$ cat src/rtl/gse_pkg.sv
// Shared types and helpers for the game state engine: state and opcode
// encodings, plus the per-stage play-time rule.
package gse_pkg;

    typedef enum logic [2:0] {
        ST_READY       = 3'd1,
        ST_PLAYING     = 3'd2,
        ST_GAME_OVER   = 3'd3,
        ST_STAGE_CLEAR = 3'd4,
        ST_GAME_CLEAR  = 3'd5,
        ST_PAUSED      = 3'd6
    } gse_state_e;

    typedef enum logic [3:0] {
        OP_NOP        = 4'd0,
        OP_HIT        = 4'd1,
        OP_MISS       = 4'd2,
        OP_PAUSE      = 4'd3,
        OP_RESUME     = 4'd4,
        OP_START      = 4'd5,
        OP_NEXT       = 4'd6,
        OP_RESTART    = 4'd7,
        OP_BONUS_LIFE = 4'd8
    } gse_op_e;

    // Play time for 1-based stage s: base minus one step per earlier stage,
    // never below the floor. Compared before subtracting so nothing wraps.
    function automatic int play_sec(input int s, input int base,
                                    input int step, input int floor_sec);
        int red;
        red = (s - 1) * step;
        if (base > red && (base - red) > floor_sec)
            return base - red;
        return floor_sec;
    endfunction

endpackage

$ cat src/rtl/gse_sec_timer.sv
// Seconds countdown: prescaler divides the clock down to one-second steps.
// o_expire is combinational so the parent can act in the same cycle the
// timer would hit zero; o_sec_tick is a registered pulse aligned with the
// new timer value.
module gse_sec_timer #(
    parameter int CLK_HZ    = 1000000,
    parameter int TIMER_W   = 7,
    parameter int RESET_SEC = 4
) (
    input  logic               clk,
    input  logic               rst_n,
    input  logic               i_run,
    input  logic               i_hold,
    input  logic               i_load,
    input  logic [TIMER_W-1:0] i_load_val,
    output logic [TIMER_W-1:0] o_timer,
    output logic               o_sec_tick,
    output logic               o_expire
);
    localparam int PW = (CLK_HZ > 1) ? $clog2(CLK_HZ) : 1;
    localparam logic [PW-1:0] PRE_MAX = PW'(CLK_HZ - 1);

    logic [PW-1:0]      r_presc;
    logic [TIMER_W-1:0] r_timer;
    logic               r_tick;
    logic               w_wrap;

    // Wrap does not look at i_hold so expire never depends on command accept
    assign w_wrap   = i_run && (r_presc == PRE_MAX);
    assign o_expire = w_wrap && (r_timer == TIMER_W'(1));
    assign o_timer    = r_timer;
    assign o_sec_tick = r_tick;

    // Prescaler and seconds counter; load restarts the second from zero
    always_ff @(posedge clk or negedge rst_n) begin
        if (!rst_n) begin
            r_presc <= '0;
            r_timer <= TIMER_W'(RESET_SEC);
            r_tick  <= 1'b0;
        end else begin
            r_tick <= w_wrap && !i_hold;
            if (i_load) begin
                r_timer <= i_load_val;
                r_presc <= '0;
            end else if (i_run && !i_hold) begin
                if (r_presc == PRE_MAX) begin
                    r_presc <= '0;
                    if (r_timer != '0)
                        r_timer <= r_timer - TIMER_W'(1);
                end else begin
                    r_presc <= r_presc + PW'(1);
                end
            end
        end
    end

endmodule

$ cat src/rtl/game_state_engine.sv
// Game state manager: FSM, stage countdown, lives, combo-weighted score and
// high score, driven by valid/ready commands from the game logic.
module game_state_engine
    import gse_pkg::*;
#(
    parameter int CLK_HZ         = 1000000,
    parameter int NUM_STAGES     = 3,
    parameter int MAX_LIVES      = 3,
    parameter int SCORE_W        = 10,
    parameter int TIMER_W        = 7,
    parameter int READY_SEC      = 4,
    parameter int PLAY_BASE_SEC  = 60,
    parameter int PLAY_STEP_SEC  = 10,
    parameter int MIN_PLAY_SEC   = 20,
    parameter int POINTS_PER_HIT = 1,
    parameter int COMBO_MAX      = 4,
    localparam int LIVES_W       = $clog2(MAX_LIVES + 1),
    localparam int COMBO_W       = $clog2(COMBO_MAX + 1)
) (
    input  logic               clk_1mhz,
    input  logic               rst_n,
    input  logic               cmd_valid,
    input  logic [3:0]         cmd_op,
    output logic               cmd_ready,
    output logic               cmd_done,
    output logic               cmd_err,
    output logic [2:0]         state,
    output logic [2:0]         stage,
    output logic [LIVES_W-1:0] lives,
    output logic [COMBO_W-1:0] combo,
    output logic [SCORE_W-1:0] score,
    output logic [SCORE_W-1:0] high_score,
    output logic               high_score_updated,
    output logic [TIMER_W-1:0] timer,
    output logic               timer_running,
    output logic               sec_tick
);
    localparam int SUM_W = SCORE_W + 16;
    localparam logic [SCORE_W-1:0] SCORE_MAX = {SCORE_W{1'b1}};

    gse_state_e         r_state, r_origin;
    logic [2:0]         r_stage;
    logic [LIVES_W-1:0] r_lives;
    logic [COMBO_W-1:0] r_combo;
    logic [SCORE_W-1:0] r_score, r_high;
    logic               r_hsu, r_running, r_done, r_err;

    logic               w_expire, w_accept, w_legal, w_do;
    logic               w_start, w_load, w_hold;
    logic [TIMER_W-1:0] w_play, w_load_val;
    logic [SUM_W-1:0]   w_sum;
    logic [SCORE_W-1:0] w_hit_score;

    // Expiry owns the cycle; any command waits one cycle
    assign cmd_ready = !w_expire;
    assign w_accept  = cmd_valid && cmd_ready;
    assign w_do      = w_accept && w_legal;

    // Which opcodes are legal in the current state
    always_comb begin
        w_legal = 1'b0;
        case (cmd_op)
            OP_NOP, OP_RESTART:              w_legal = 1'b1;
            OP_HIT, OP_MISS, OP_BONUS_LIFE:  w_legal = (r_state == ST_PLAYING);
            OP_PAUSE:                        w_legal = (r_state == ST_PLAYING) || (r_state == ST_READY);
            OP_RESUME:                       w_legal = (r_state == ST_PAUSED);
            OP_START:                        w_legal = (r_state == ST_READY);
            OP_NEXT:                         w_legal = (r_state == ST_STAGE_CLEAR);
            default:                         w_legal = 1'b0;
        endcase
    end

    assign w_play  = TIMER_W'(play_sec(int'(r_stage), PLAY_BASE_SEC, PLAY_STEP_SEC, MIN_PLAY_SEC));
    // START and the READY countdown running out both begin play
    assign w_start = (w_do && cmd_op == OP_START) || (w_expire && r_state == ST_READY);
    assign w_load  = w_start || (w_do && (cmd_op == OP_NEXT || cmd_op == OP_RESTART));
    assign w_load_val = w_start ? w_play : TIMER_W'(READY_SEC);
    // Freeze the prescaler on the PAUSE edge so RESUME picks up exactly there
    assign w_hold  = w_do && (cmd_op == OP_PAUSE);

    assign w_sum = SUM_W'(r_score) + SUM_W'(POINTS_PER_HIT) * SUM_W'(r_combo);
    assign w_hit_score = (w_sum > SUM_W'(SCORE_MAX)) ? SCORE_MAX : w_sum[SCORE_W-1:0];

    gse_sec_timer #(
        .CLK_HZ    (CLK_HZ),
        .TIMER_W   (TIMER_W),
        .RESET_SEC (READY_SEC)
    ) u_timer (
        .clk        (clk_1mhz),
        .rst_n      (rst_n),
        .i_run      (r_running),
        .i_hold     (w_hold),
        .i_load     (w_load),
        .i_load_val (w_load_val),
        .o_timer    (timer),
        .o_sec_tick (sec_tick),
        .o_expire   (w_expire)
    );

    // Game FSM: expiry transitions first, otherwise the accepted command
    always_ff @(posedge clk_1mhz or negedge rst_n) begin
        if (!rst_n) begin
            r_state   <= ST_READY;
            r_origin  <= ST_READY;
            r_stage   <= 3'd1;
            r_lives   <= LIVES_W'(MAX_LIVES);
            r_combo   <= COMBO_W'(1);
            r_score   <= '0;
            r_high    <= '0;
            r_hsu     <= 1'b0;
            r_running <= 1'b1;
            r_done    <= 1'b0;
            r_err     <= 1'b0;
        end else begin
            r_done <= w_accept && w_legal;
            r_err  <= w_accept && !w_legal;
            if (w_expire) begin
                case (r_state)
                    ST_READY: begin
                        r_state <= ST_PLAYING;
                        r_combo <= COMBO_W'(1);
                    end
                    ST_PLAYING: begin
                        r_running <= 1'b0;
                        if (r_stage < 3'(NUM_STAGES)) begin
                            r_state <= ST_STAGE_CLEAR;
                        end else begin
                            r_state <= ST_GAME_CLEAR;
                            if (r_score > r_high) begin
                                r_high <= r_score;
                                r_hsu  <= 1'b1;
                            end
                        end
                    end
                    default: ;
                endcase
            end else if (w_do) begin
                case (cmd_op)
                    OP_HIT: begin
                        r_score <= w_hit_score;
                        if (r_combo < COMBO_W'(COMBO_MAX))
                            r_combo <= r_combo + COMBO_W'(1);
                    end
                    OP_MISS: begin
                        r_combo <= COMBO_W'(1);
                        if (r_lives <= LIVES_W'(1)) begin
                            r_lives   <= '0;
                            r_state   <= ST_GAME_OVER;
                            r_running <= 1'b0;
                            if (r_score > r_high) begin
                                r_high <= r_score;
                                r_hsu  <= 1'b1;
                            end
                        end else begin
                            r_lives <= r_lives - LIVES_W'(1);
                        end
                    end
                    OP_PAUSE: begin
                        r_origin  <= r_state;
                        r_state   <= ST_PAUSED;
                        r_running <= 1'b0;
                    end
                    OP_RESUME: begin
                        r_state   <= r_origin;
                        r_running <= 1'b1;
                    end
                    OP_START: begin
                        r_state <= ST_PLAYING;
                        r_combo <= COMBO_W'(1);
                    end
                    OP_NEXT: begin
                        r_stage   <= r_stage + 3'd1;
                        r_state   <= ST_READY;
                        r_running <= 1'b1;
                    end
                    OP_RESTART: begin
                        r_stage   <= 3'd1;
                        r_lives   <= LIVES_W'(MAX_LIVES);
                        r_score   <= '0;
                        r_combo   <= COMBO_W'(1);
                        r_state   <= ST_READY;
                        r_running <= 1'b1;
                        r_hsu     <= 1'b0;
                    end
                    OP_BONUS_LIFE: begin
                        if (r_lives < LIVES_W'(MAX_LIVES))
                            r_lives <= r_lives + LIVES_W'(1);
                    end
                    default: ;
                endcase
            end
        end
    end

    assign cmd_done           = r_done;
    assign cmd_err            = r_err;
    assign state              = r_state;
    assign stage              = r_stage;
    assign lives              = r_lives;
    assign combo              = r_combo;
    assign score              = r_score;
    assign high_score         = r_high;
    assign high_score_updated = r_hsu;
    assign timer_running      = r_running;

endmodule

$ cat config.mk
export PLATFORM = sky130hd
export DESIGN_NAME = game_state_engine
export DESIGN_NICKNAME = d
export VERILOG_FILES = /design/src/rtl/gse_pkg.sv /design/src/rtl/gse_sec_timer.sv /design/src/rtl/game_state_engine.sv
export SDC_FILE = /design/constraint.sdc
export NUM_CORES = 1
export LEC_CHECK = 0
export BUFFER_PORTS_ARGS = -buffer_cell sky130_fd_sc_hd__buf_2
export CAP_MARGIN = 20
export CORE_ASPECT_RATIO = 0.6
export CORE_UTILIZATION = 60
export DETAILED_ROUTE_END_ITERATION = 6
export PLACE_DENSITY_LB_ADDON = 0.08
export SYNTH_ARGS = -nofsm -noshare
export SYNTH_HDL_FRONTEND = slang
export SYNTH_SLANG_ARGS = --single-unit
$ cat constraint.sdc
create_clock -name clk_1mhz -period 4.95 [get_ports clk_1mhz]
set_input_delay 0.2475 -clock clk_1mhz [delete_from_list [all_inputs] [get_ports clk_1mhz]]
set_output_delay 0.2475 -clock clk_1mhz [all_outputs]
set_load 0.01 [all_outputs]
==> results of run 1 <==
## state kept, by name, indices dropped and copies added (netlist names), 2 cells and up
| signal | flops |
|---|---|
| high_score | 10 |
| score | 10 |
| lives | 2 |
| state | 3 |
| r_origin | 3 |
| stage | 3 |
| u_timer.o_timer | 7 |
| combo | 3 |
| u_timer.r_presc | 20 |
## layout make-up
| cell class | count | area share (%) |
|---|---|---|
| multi-input cells | 395 | 53.1 |
| inverters | 36 | 2.53 |
| clock inverters | 5 | 0.983 |
| repair buffers | 53 | 5.10 |
| flip-flops and latches | 66 | 31.1 |
| clock buffers | 11 | 4.73 |
| well taps | 104 | 2.43 |
## path summary, 6_finish.rpt
path / endpoint / slack, ns / depth (start not counted)
min reg2reg: r_origin[1]$_DFFE_PN0P_ / 0.52 / 1
max: u_timer.o_timer[2]$_DFFE_PN1P_ / 1.08 / 13
max in group asynchronous: high_score[7]$_DFFE_PN0P_ / 4.29 / 2
min in group clk_1mhz: cmd_err$_DFF_PN0_ / 0.22 / 3
min: u_timer.o_timer[6]$_DFFE_PN0P_ / 0.09 / 2
max reg2reg: u_timer.o_timer[2]$_DFFE_PN1P_ / 1.08 / 13
## power by group through the flow
stage,sequential [mW],combinational [mW],clock (mW)
6_report,0.764,0.754,0.657
5_1_grt,0.779,0.843,0.682
4_1_cts,0.760,0.746,0.661
3_5_place_dp,0.769,0.736,0
3_3_place_gp,0.761,0.706,0
2_1_floorplan,0.757,0.527,0
## routing by layer
layer,wire length [µm],global-route usage (%),vias to the layer above,share of wire (%)
met5,0,0,-,0
met4,239,11.8,0,2.0
met3,938,7.11,26,7.9
met2,5150,45.8,176,43
met1,5530,46.3,2113,47
li1,-,-,2014,-
## logic make-up after synthesis
family	after synthesis	share of synthesized area (%)
and+or+nand+nor	196	23.4
AOI/OAI and AO/OA	119	17.6
adders and majority gates	32	8.76
buffers and inverters	58	5.02
xor gates and xnor gates	14	2.59
muxes	34	7.55
DFF	66	35.1
## per-stage QoR
step	utilization (%)	instances	power [mW]	hold WS, ns
final	71.8	670	2.17	0.0931
after global routing	71.8	670	2.30	0.187
after CTS	71.8	670	2.17	0.138
after detailed placement	67.7	654	1.50	0.490
after global placement	67.7	654	1.47	0.492
after floorplan	-	519	1.28	-0.0481
## Yosys cell counts, types with 8 or more instances
cell,n
dfrtp_1,58
nand2_1,39
inv_1,36
nor2_1,34
nand3_1,33
a21oi_1,31
ha_1,30
o21ai_0,21
mux2i_1,20
nand3b_1,18
nor3_1,17
mux2_2,14
buf_2,10
xnor2_1,10
clkbuf_1,9
dfstp_2,8
nand4_1,8
or3_1,8
==> impl_metrics.csv, run 1 <==
group,metric,value,unit
worst_setup_path,path_max_fanout,12,
layout,area_growth,12.8,%
job,maxCapViolCount,0,
synth,synth.area.top_cells,"dfrtp_1, ha_1, dfstp_2",
sta,hold_viol,0,
clock_network,cts_tree,"done",
global_routing,grt_start_max_net_pins,67,
pwr,p_int,1.37,mW
placed_design,place_ws,1.18,ns
pwr,p_sw_share,36.9,%
synth,avgSynthCellArea,9.13,µm²
synth,yosysUniqueCellTypes,75,
pwr,pwr-share-clk,30.2,%
min_path,hp-class,"in2async",
die,dieArea,8270,µm²
synth,synth_top_cell_by_area,"dfrtp_1",
routing,avgRoutedWirePerCell,17.7,µm
clock_network,htree_levels,3,
clock_network,cts.sinks,66,
sta,setup_ws,1.08,ns
routing,drc,0,
clock_network,clockBufferDepth,2,
synth,synth-seq-cells,66,
routing,drt_iter0_drc,456,
clock_network,postCtsSetupBuffers,0,
die,coreArea,7450,µm²
run_status,outcome,"complete, no violations",
worst_setup_path,path_buf_inv,2,
layout,final_common_cell,"dfrtp_1",
pwr,pwr-share-seq,35.2,%
sta,finClkSkew,0.00550,ns
clock_network,cts_buffers,9,
clock_network,cts.clk_slew.worst_paths,0.05,ns
die,initial_core_util,63.6,%
clock_network,clkLatencyLatePin,0.34,ns
die,ios,51,
routing,vias,4329,
sta,max_clock_freq,0.259,GHz
layout,multi_input_area,2840,µm²
worst_setup_path,worstSetupPathType,"reg2reg",
sta,drv_slew,0,
routing,wirelength,11.9,mm
die,die_w,117,µm
layout,fin_nets,600,
global_routing,grt_remaining_overflow,0,
pwr,power_density,407,nW/µm²
layout,fin_area,5350,µm²
sta,relSlewSlack,29.1,%
synth,yosys_warnings,0,
routing,dr.pass1.iters,5,
die,rows,24,
synth,syn_nets,558,
placed_design,place.gp.congestion,0.964,
clock_network,postCtsResizedCells,0,
synth,synth_area,4740,µm²
synth,synth-edff-count,0,
placed_design,io_buffers,50,
sta,finalSetupViolCount,0,
worst_setup_path,endpoint_kind,"flop",
synth,syn_inst,519,
pwr,p_leak,2.43,nW
clock_network,cts_root_buffer,"clkbuf_16",
worst_setup_path,crit_top_cell,"ha_1",
clock_network,cts_hold_buf,0,
worst_setup_path,crit-reg2reg-launch,"stage[0]$_DFFE_PN1P_",
worst_setup_path,crit_required,5.23,ns
pwr,p_comb_share,34.7,%
synth,async_reset_ff_share,100,%
synth,ys_seq_area_share,35.1,%
global_routing,grt_pass1_vias,4025,
layout,regArea,1660,µm²
worst_setup_path,cp-start-kind,"flop",
worst_setup_path,critPathArrivalTime,4.15,ns
layout,final_cell_mix,"dfrtp_1, buf_2, nand2_1, inv_1, nor2_1",
synth,ys.flop_type,"dfrtp_1",
global_routing,grt_use_total,31.6,%
routing,viasPerCell,6.46,
die,die_y,70.8,µm
worst_setup_path,critPathSlowestCell,"dfstp_2",
sta,fin_setup_tns,0,ns
global_routing,grt_pass1_wl,20.1,mm
synth,synthDominantCellAreaShare,30.6,%
sta,post-route-min-period,3.87,ns
worst_setup_path,cp-startpoint,"stage[0]$_DFFE_PN1P_",
sta,rsz0062_at_grt,"no",
pwr,p_sw,0.802,mW
placed_design,dp_hpwl,8.39,mm
layout,n_fill_cell,613,
routing,ant_nets,0,
pwr,irDropWorstVdd,270,µV
layout,diodes,0,
worst_setup_path,path_cells,"inv_1 -> ha_1 -> inv_1 -> ha_1 -> ha_1 -> fa_1 -> nor4bb_1 -> a41oi_1 -> o21ai_0 -> o21ai_0 -> or2_2 -> a311oi_1 -> a221o_1",
sta,worst_slew_pin_slew,1.05,ns
sta,finalCritPeriodShare,78.1,%
worst_setup_path,slowest_delay,0.66,ns
placed_design,placed_cell_area,5040,µm²
worst_setup_path,cp_top_family,"adder cells",
global_routing,antenna_found_initial,0,
layout,drive_gt1_share,19.8,%
Note: power is estimated with default switching activity, not from simulation.
==> inputs of run 2 (changes only) <==
==> constraint.sdc (replaced) <==
create_clock -name clk_1mhz -period 3.65 [get_ports clk_1mhz]
set_input_delay 0.1825 -clock clk_1mhz [delete_from_list [all_inputs] [get_ports clk_1mhz]]
set_output_delay 0.1825 -clock clk_1mhz [all_outputs]
set_load 0.01 [all_outputs]
==> impl_metrics.csv, run 2 (synthesized netlist as in run 1, its figures left out) <==
group,metric,value,unit
run_status,outcome,"complete, no violations",
routing,drt_iter0_drc,445,
sta,holdWs,0.00436,ns
routing,wirelength,11.9,mm
layout,largest_register_ffs,20,
clock_network,cts_root_buffer,"clkbuf_16",
layout,final_common_cell,"dfrtp_1",
layout,multi_input_area,2860,µm²
worst_setup_path,endpoint_kind,"flop",
clock_network,clkLatencyLatePin,0.34,ns
placed_design,dp_hpwl,8.50,mm
worst_setup_path,path_cells,"inv_1 -> ha_4 -> inv_1 -> ha_1 -> ha_1 -> fa_1 -> nor4bb_2 -> a41oi_1 -> o21ai_0 -> o21ai_0 -> or2_4 -> a311oi_1 -> a221o_1",
global_routing,grt_pass1_wl,20.1,mm
routing,ant_nets,0,
layout,fin_util,73.6,%
layout,regArea,1660,µm²
placed_design,place.gp.congestion,0.979,
sta,worst_slew_pin_slew,0.991,ns
pwr,pwr-share-seq,31.6,%
layout,area_growth,15.6,%
layout,n_fill_cell,571,
sta,post-route-min-period,3.46,ns
pwr,pwr-share-clk,34.7,%
pwr,irDropWorstVdd,463,µV
pwr,p_int,2.12,mW
die,ios,51,
global_routing,grt_start_max_net_pins,42,
routing,dr.pass1.iters,5,
sta,hold_viol,0,
worst_setup_path,critPathArrivalTime,3.74,ns
worst_setup_path,crit-reg2reg-launch,"stage[0]$_DFFE_PN1P_",
worst_setup_path,slowest_delay,0.53,ns
job,maxCapViolCount,0,
worst_setup_path,cp-start-kind,"flop",
clock_network,clockBufferDepth,2,
pwr,power_density,590,nW/µm²
layout,drive_gt1_share,20.7,%
routing,drc,0,
layout,final_cell_mix,"dfrtp_1, buf_2, nand2_1, inv_1, nor2_1",
die,dieArea,8270,µm²
worst_setup_path,r2r_slack,0.19,ns
sta,finClkSkew,0.00706,ns
die,rows,24,
clock_network,postCtsSetupBuffers,0,
routing,vias,4269,
sta,finalSetupViolCount,0,
worst_setup_path,crit_required,3.93,ns
pwr,p_leak,2.49,nW
clock_network,htree_levels,3,
clock_network,cts.sinks,66,
sta,relSlewSlack,33.4,%
global_routing,grt_remaining_overflow,0,
global_routing,grt_pass1_vias,4072,
die,die_y,70.8,µm
clock_network,cts_buffers,9,
die,die_w,117,µm
sta,max_clock_freq,0.289,GHz
pwr,p_sw_share,34.2,%
worst_setup_path,cp-startpoint,"stage[0]$_DFFE_PN1P_",
sta,finalCritPeriodShare,94.8,%
worst_setup_path,critPathSlowestCell,"fa_1",
pwr,p_sw,1.11,mW
worst_setup_path,cp-endpoint,"u_timer.o_timer[2]$_DFFE_PN1P_",
placed_design,place_ws,0.0932,ns
layout,top_register,"u_timer.r_presc",
sta,drv_slew,0,
pwr,p_comb_share,33.7,%
worst_setup_path,path_max_fanout,6,
clock_network,cts.clk_slew.worst_paths,0.06,ns
routing,avgRoutedWirePerCell,17.6,µm
clock_network,cts_tree,"done",
min_path,hp-class,"in2async",
layout,diodes,0,
global_routing,antenna_found_initial,0,
die,initial_core_util,63.6,%
routing,viasPerCell,6.33,
worst_setup_path,r2r_cells,13,
worst_setup_path,timing.rr.end,"u_timer.o_timer[2]$_DFFE_PN1P_",
placed_design,io_buffers,50,
layout,fin_nets,604,
global_routing,grt_use_total,31.5,%
sta,setup_ws,0.190,ns
worst_setup_path,worstSetupPathType,"reg2reg",
die,coreArea,7450,µm²
-- run 2: worst min path at each step --
stage	from	end	slack [ns]	cells past startpoint
floorplan	rst_n	cmd_done$_DFF_PN0_	-0.11	0
global placement	rst_n	u_timer.o_timer[4]$_DFFE_PN0P_	0.38	1
detailed placement	rst_n	u_timer.o_timer[4]$_DFFE_PN0P_	0.39	1
CTS	rst_n	u_timer.o_timer[4]$_DFFE_PN0P_	0.04	1
global route	rst_n	u_timer.o_timer[4]$_DFFE_PN0P_	0.09	1
finish	rst_n	u_timer.o_timer[4]$_DFFE_PN0P_	0.004	1
-- run 2: through the flow --
step                setup TNS (ns)  std cells  power, mW  cell area, µm²
floorplan                        0        519       1.74            4740
global placement                 0        658       2.00            5070
detailed placement               0        658       2.05            5070
CTS                              0        674       3.18            5460
global route              -0.00575        674       3.39            5480
finish                           0        674       3.23            5480
-- run 2: power by group through the flow --
stage / Sequential, mW / Clock (mW) / Combinational, mW
6_report: 1.02 / 1.12 / 1.09
5_1_grt: 1.04 / 1.16 / 1.19
4_1_cts: 1.02 / 1.12 / 1.04
3_5_place_dp: 1.03 / 0 / 1.02
3_3_place_gp: 1.02 / 0 / 0.981
2_1_floorplan: 1.03 / 0 / 0.716
-- run 2: per-layer routing --
metal | vias to the layer above | global-route usage (%) | routed length [µm]
met5 | - | 0 | 0
met4 | 0 | 8.44 | 156
met3 | 18 | 7.97 | 959
met2 | 192 | 45.4 | 5080
met1 | 2041 | 47.0 | 5700
li1 | 2018 | - | -
-- run 2: final cells by class --
class | count | share of cell area, %
Multi-Input combinational cell | 395 | 52.2
Clock inverter | 4 | 2.19
Inverter | 36 | 2.47
Timing Repair Buffer | 57 | 5.53
Clock buffer | 12 | 4.87
Sequential cell | 66 | 30.3
Tap cell | 104 | 2.38
-- run 2: repair_timing --
| item | 4_1_cts | 5_1_grt |
|---|---|---|
| setup endpoints to repair | 0 | 6 |
| hold buffers | 0 | 0 |
| hold endpoints to repair | 0 | 0 |
| gates resized for setup | 0 | 4 |
-- run 2: critical path: cells and delay by family (launching register included) --
family	cells	cell delay, ns
AO/OA/AOI/OAI	5	0.80
adder cells (fa/ha/maj)	4	1.37
buffers and inverters	2	0.19
flip-flops	1	0.52
AND/OR/NAND/NOR	2	0.52
==> inputs of run 3 (changes only) <==
--- a/config.mk
+++ b/config.mk
@@ -5,12 +5,14 @@
 export SDC_FILE = /design/constraint.sdc
 export NUM_CORES = 1
 export LEC_CHECK = 0
+export ABC_AREA = 1
 export BUFFER_PORTS_ARGS = -buffer_cell sky130_fd_sc_hd__buf_2
 export CAP_MARGIN = 20
 export CORE_ASPECT_RATIO = 0.6
-export CORE_UTILIZATION = 60
+export CORE_UTILIZATION = 50
 export DETAILED_ROUTE_END_ITERATION = 6
 export PLACE_DENSITY_LB_ADDON = 0.08
 export SYNTH_ARGS = -nofsm -noshare
 export SYNTH_HDL_FRONTEND = slang
+export SYNTH_HIERARCHICAL = 1
 export SYNTH_SLANG_ARGS = --single-unit
==> impl_metrics.csv, run 3 <==
group,metric,value,unit
run_status,outcome,"finished, violations left",
run_status,violations,"negative hold slack",
routing,viasPerCell,5.31,
pwr,power_density,654,nW/µm²
synth,synth_top_cell_by_area,"dfrtp_1",
pwr,irDropWorstVdd,319,µV
sta,setup_ws,0.199,ns
sta,hold_viol,7,
global_routing,grt_use_total,26.5,%
pwr,p_leak,2.89,nW
synth,synthDominantCellAreaShare,29.4,%
worst_setup_path,path_cells,"clkinvlp_4 -> ha_4 -> inv_1 -> ha_1 -> ha_1 -> fa_1 -> inv_1 -> nor2_2 -> nand3_1 -> nor2_1 -> nand2_1 -> nand2_1 -> nand2_1 -> nand3_1 -> nand2_1 -> inv_1 -> nand2_1 -> nand2_1 -> nand3_1 -> nand2_1",
routing,drc,0,
layout,final_cell_mix,"nand2_1, inv_1, nor2_1, dfrtp_1, nand3_1",
global_routing,grt_start_max_net_pins,43,
sta,worst_slew_pin_slew,0.952,ns
sta,holdWs,-0.00699,ns
synth,yosysUniqueCellTypes,42,
sta,max_clock_freq,0.290,GHz
layout,n_fill_cell,879,
clock_network,cts_root_buffer,"clkbuf_16",
clock_network,clkLatencyLatePin,0.33,ns
synth,synth_area,4930,µm²
worst_setup_path,crit-reg2reg-launch,"stage[0]$_DFFE_PN1P_",
layout,diodes,0,
clock_network,cts_buffers,9,
worst_setup_path,endpoint_kind,"flop",
die,coreArea,9360,µm²
layout,regArea,1660,µm²
routing,dr.pass1.iters,5,
synth,synthTopCellsByCount,"nand2_1, inv_1, nor2_1, dfrtp_1, nand3_1",
worst_setup_path,crit_required,3.92,ns
worst_setup_path,crit_top_cell,"nand2_1",
clock_network,cts.sinks,66,
synth,synth-edff-count,0,
synth,async_reset_ff_share,100,%
clock_network,htree_levels,3,
sta,post-route-min-period,3.45,ns
routing,wirelength,12.4,mm
global_routing,grt_pass1_vias,4276,
routing,ant_nets,0,
min_path,hp-class,"in2async",
synth,syn_inst,701,
layout,largest_register_ffs,20,
layout,fin_area,5700,µm²
layout,fin_util,60.9,%
worst_setup_path,cp-start-kind,"flop",
layout,stdcell_count,900,
global_routing,grt_remaining_overflow,0,
sta,fin_setup_tns,0,ns
layout,top_register,"u_timer/r_presc",
die,dieArea,10300,µm²
worst_setup_path,timing.rr.end,"u_timer/o_timer[4]$_DFFE_PN0P_",
sta,finalSetupViolCount,0,
clock_network,clockBufferDepth,2,
sta,finalCritPeriodShare,94.6,%
clock_network,cts_tree,"done",
layout,area_growth,15.5,%
job,maxCapViolCount,0,
die,die_y,78.9,µm
synth,synth_most_common_cell,"nand2_1",
placed_design,place_ws,0.127,ns
synth,synth-seq-cells,66,
worst_setup_path,cp-startpoint,"stage[0]$_DFFE_PN1P_",
global_routing,antenna_found_initial,0,
global_routing,grt_pass1_wl,21.0,mm
sta,finClkSkew,0.00667,ns
layout,fin_nets,807,
die,die_w,130,µm
synth,ys_seq_area_share,33.7,%
placed_design,place.gp.congestion,1.04,
placed_design,io_buffers,50,
clock_network,cts.clk_slew.worst_paths,0.06,ns
routing,drt_iter0_drc,428,
sta,drv_slew,0,
placed_design,dp.cells,880,
layout,final_common_cell,"nand2_1",
worst_setup_path,r2r_slack,0.20,ns
worst_setup_path,critPathSlowestCell,"dfstp_2",
pwr,power,3.72,mW
placed_design,placed_cell_area,5320,µm²
synth,avgSynthCellArea,7.03,µm²
placed_design,dp_hpwl,9.50,mm
synth,ys.flop_type,"dfrtp_1",
die,ios,51,
worst_setup_path,path_max_fanout,6,
routing,avgRoutedWirePerCell,13.8,µm
sta,relSlewSlack,36.5,%
layout,multi_input_area,2860,µm²
die,rows,27,
routing,vias,4782,
die,initial_core_util,52.7,%
synth,synth.area.top_cells,"dfrtp_1, nand2_1, ha_1",
worst_setup_path,slowest_delay,0.59,ns
synth,syn_nets,743,
layout,drive_gt1_share,17.8,%
worst_setup_path,critPathArrivalTime,3.72,ns
worst_setup_path,r2r_cells,20,
worst_setup_path,cp-endpoint,"u_timer/o_timer[4]$_DFFE_PN0P_",
synth,yosys_warnings,6,
worst_setup_path,worstSetupPathType,"reg2reg",
run 3: cell count changes after synthesis, sizes merged, moves of 9 or more:
cell    delta
a21oi     -10
clkbuf     -9
inv       +56
mux2      -14
mux2i     -20
nand2    +178
nand3     +24
nand3b    -15
nor2      +56
o21ai     +22
xnor2      -9
run 3: area by class of cell:
class | count | share of cell area, %
inverter | 92 | 6.13
clock inverter | 5 | 1.36
timing repair buffer | 62 | 5.98
clock buffer | 11 | 4.26
multi-input combinational | 534 | 50.2
sequential | 66 | 29.2
tap | 130 | 2.86
run 3: worst min path at each step:
stage | from | end | slack (ns) | cells past startpoint
2_1_floorplan | rst_n | cmd_done$_DFF_PN0_ | -0.11 | 0
3_3_place_gp | rst_n | stage[1]$_DFFE_PN0P_ | 0.40 | 1
3_5_place_dp | rst_n | stage[1]$_DFFE_PN0P_ | 0.40 | 1
4_1_cts | rst_n | stage[1]$_DFFE_PN0P_ | 0.04 | 1
5_1_grt | rst_n | u_timer/o_timer[0]$_DFFE_PN0P_ | 0.08 | 1
6_report | rst_n | u_timer/o_timer[1]$_DFFE_PN0P_ | -0.007 | 1
run 3: repair_timing:
action	4_1_cts	5_1_grt
buffers inserted	0	4
setup endpoints to repair	0	6
hold buffers	0	0
resized for setup	0	5
run 3: kinds of logic after synthesis:
family	share of synthesized area, %
xor+xnor	2.31
compound gates	8.75
flops	33.7
other cells	0.0760
buf+inv	8.78
fa+ha+maj	9.19
simple gates	37.2
run 3: worst max-delay path, delay by kind of cell (launching register included):
| family | cells | cell delay [ns] |
|---|---|---|
| AND/OR/NAND/NOR | 12 | 1.10 |
| adder cells (fa/ha/maj) | 4 | 1.36 |
| buffers and inverters | 4 | 0.35 |
| flip-flops | 1 | 0.59 |
run 3: report_power, final:
| part | leakage [nW] | switching, mW | internal, mW | total, mW |
|---|---|---|---|---|
| Combinational | 1.88 | 1.06 | 0.631 | 1.69 |
| Sequential | 0.858 | 0.185 | 0.913 | 1.10 |
| Clock | 0.156 | 0.323 | 0.614 | 0.937 |
| Total | 2.89 | 1.57 | 2.16 | 3.72 |
run 3: metal layers:
layer	GRT usage [%]	vias up	wire length [µm]
li1	-	2374	-
met1	40.4	2198	6300
met2	36.9	196	5010
met3	6.74	14	977
met4	6.16	0	127
met5	0	-	0
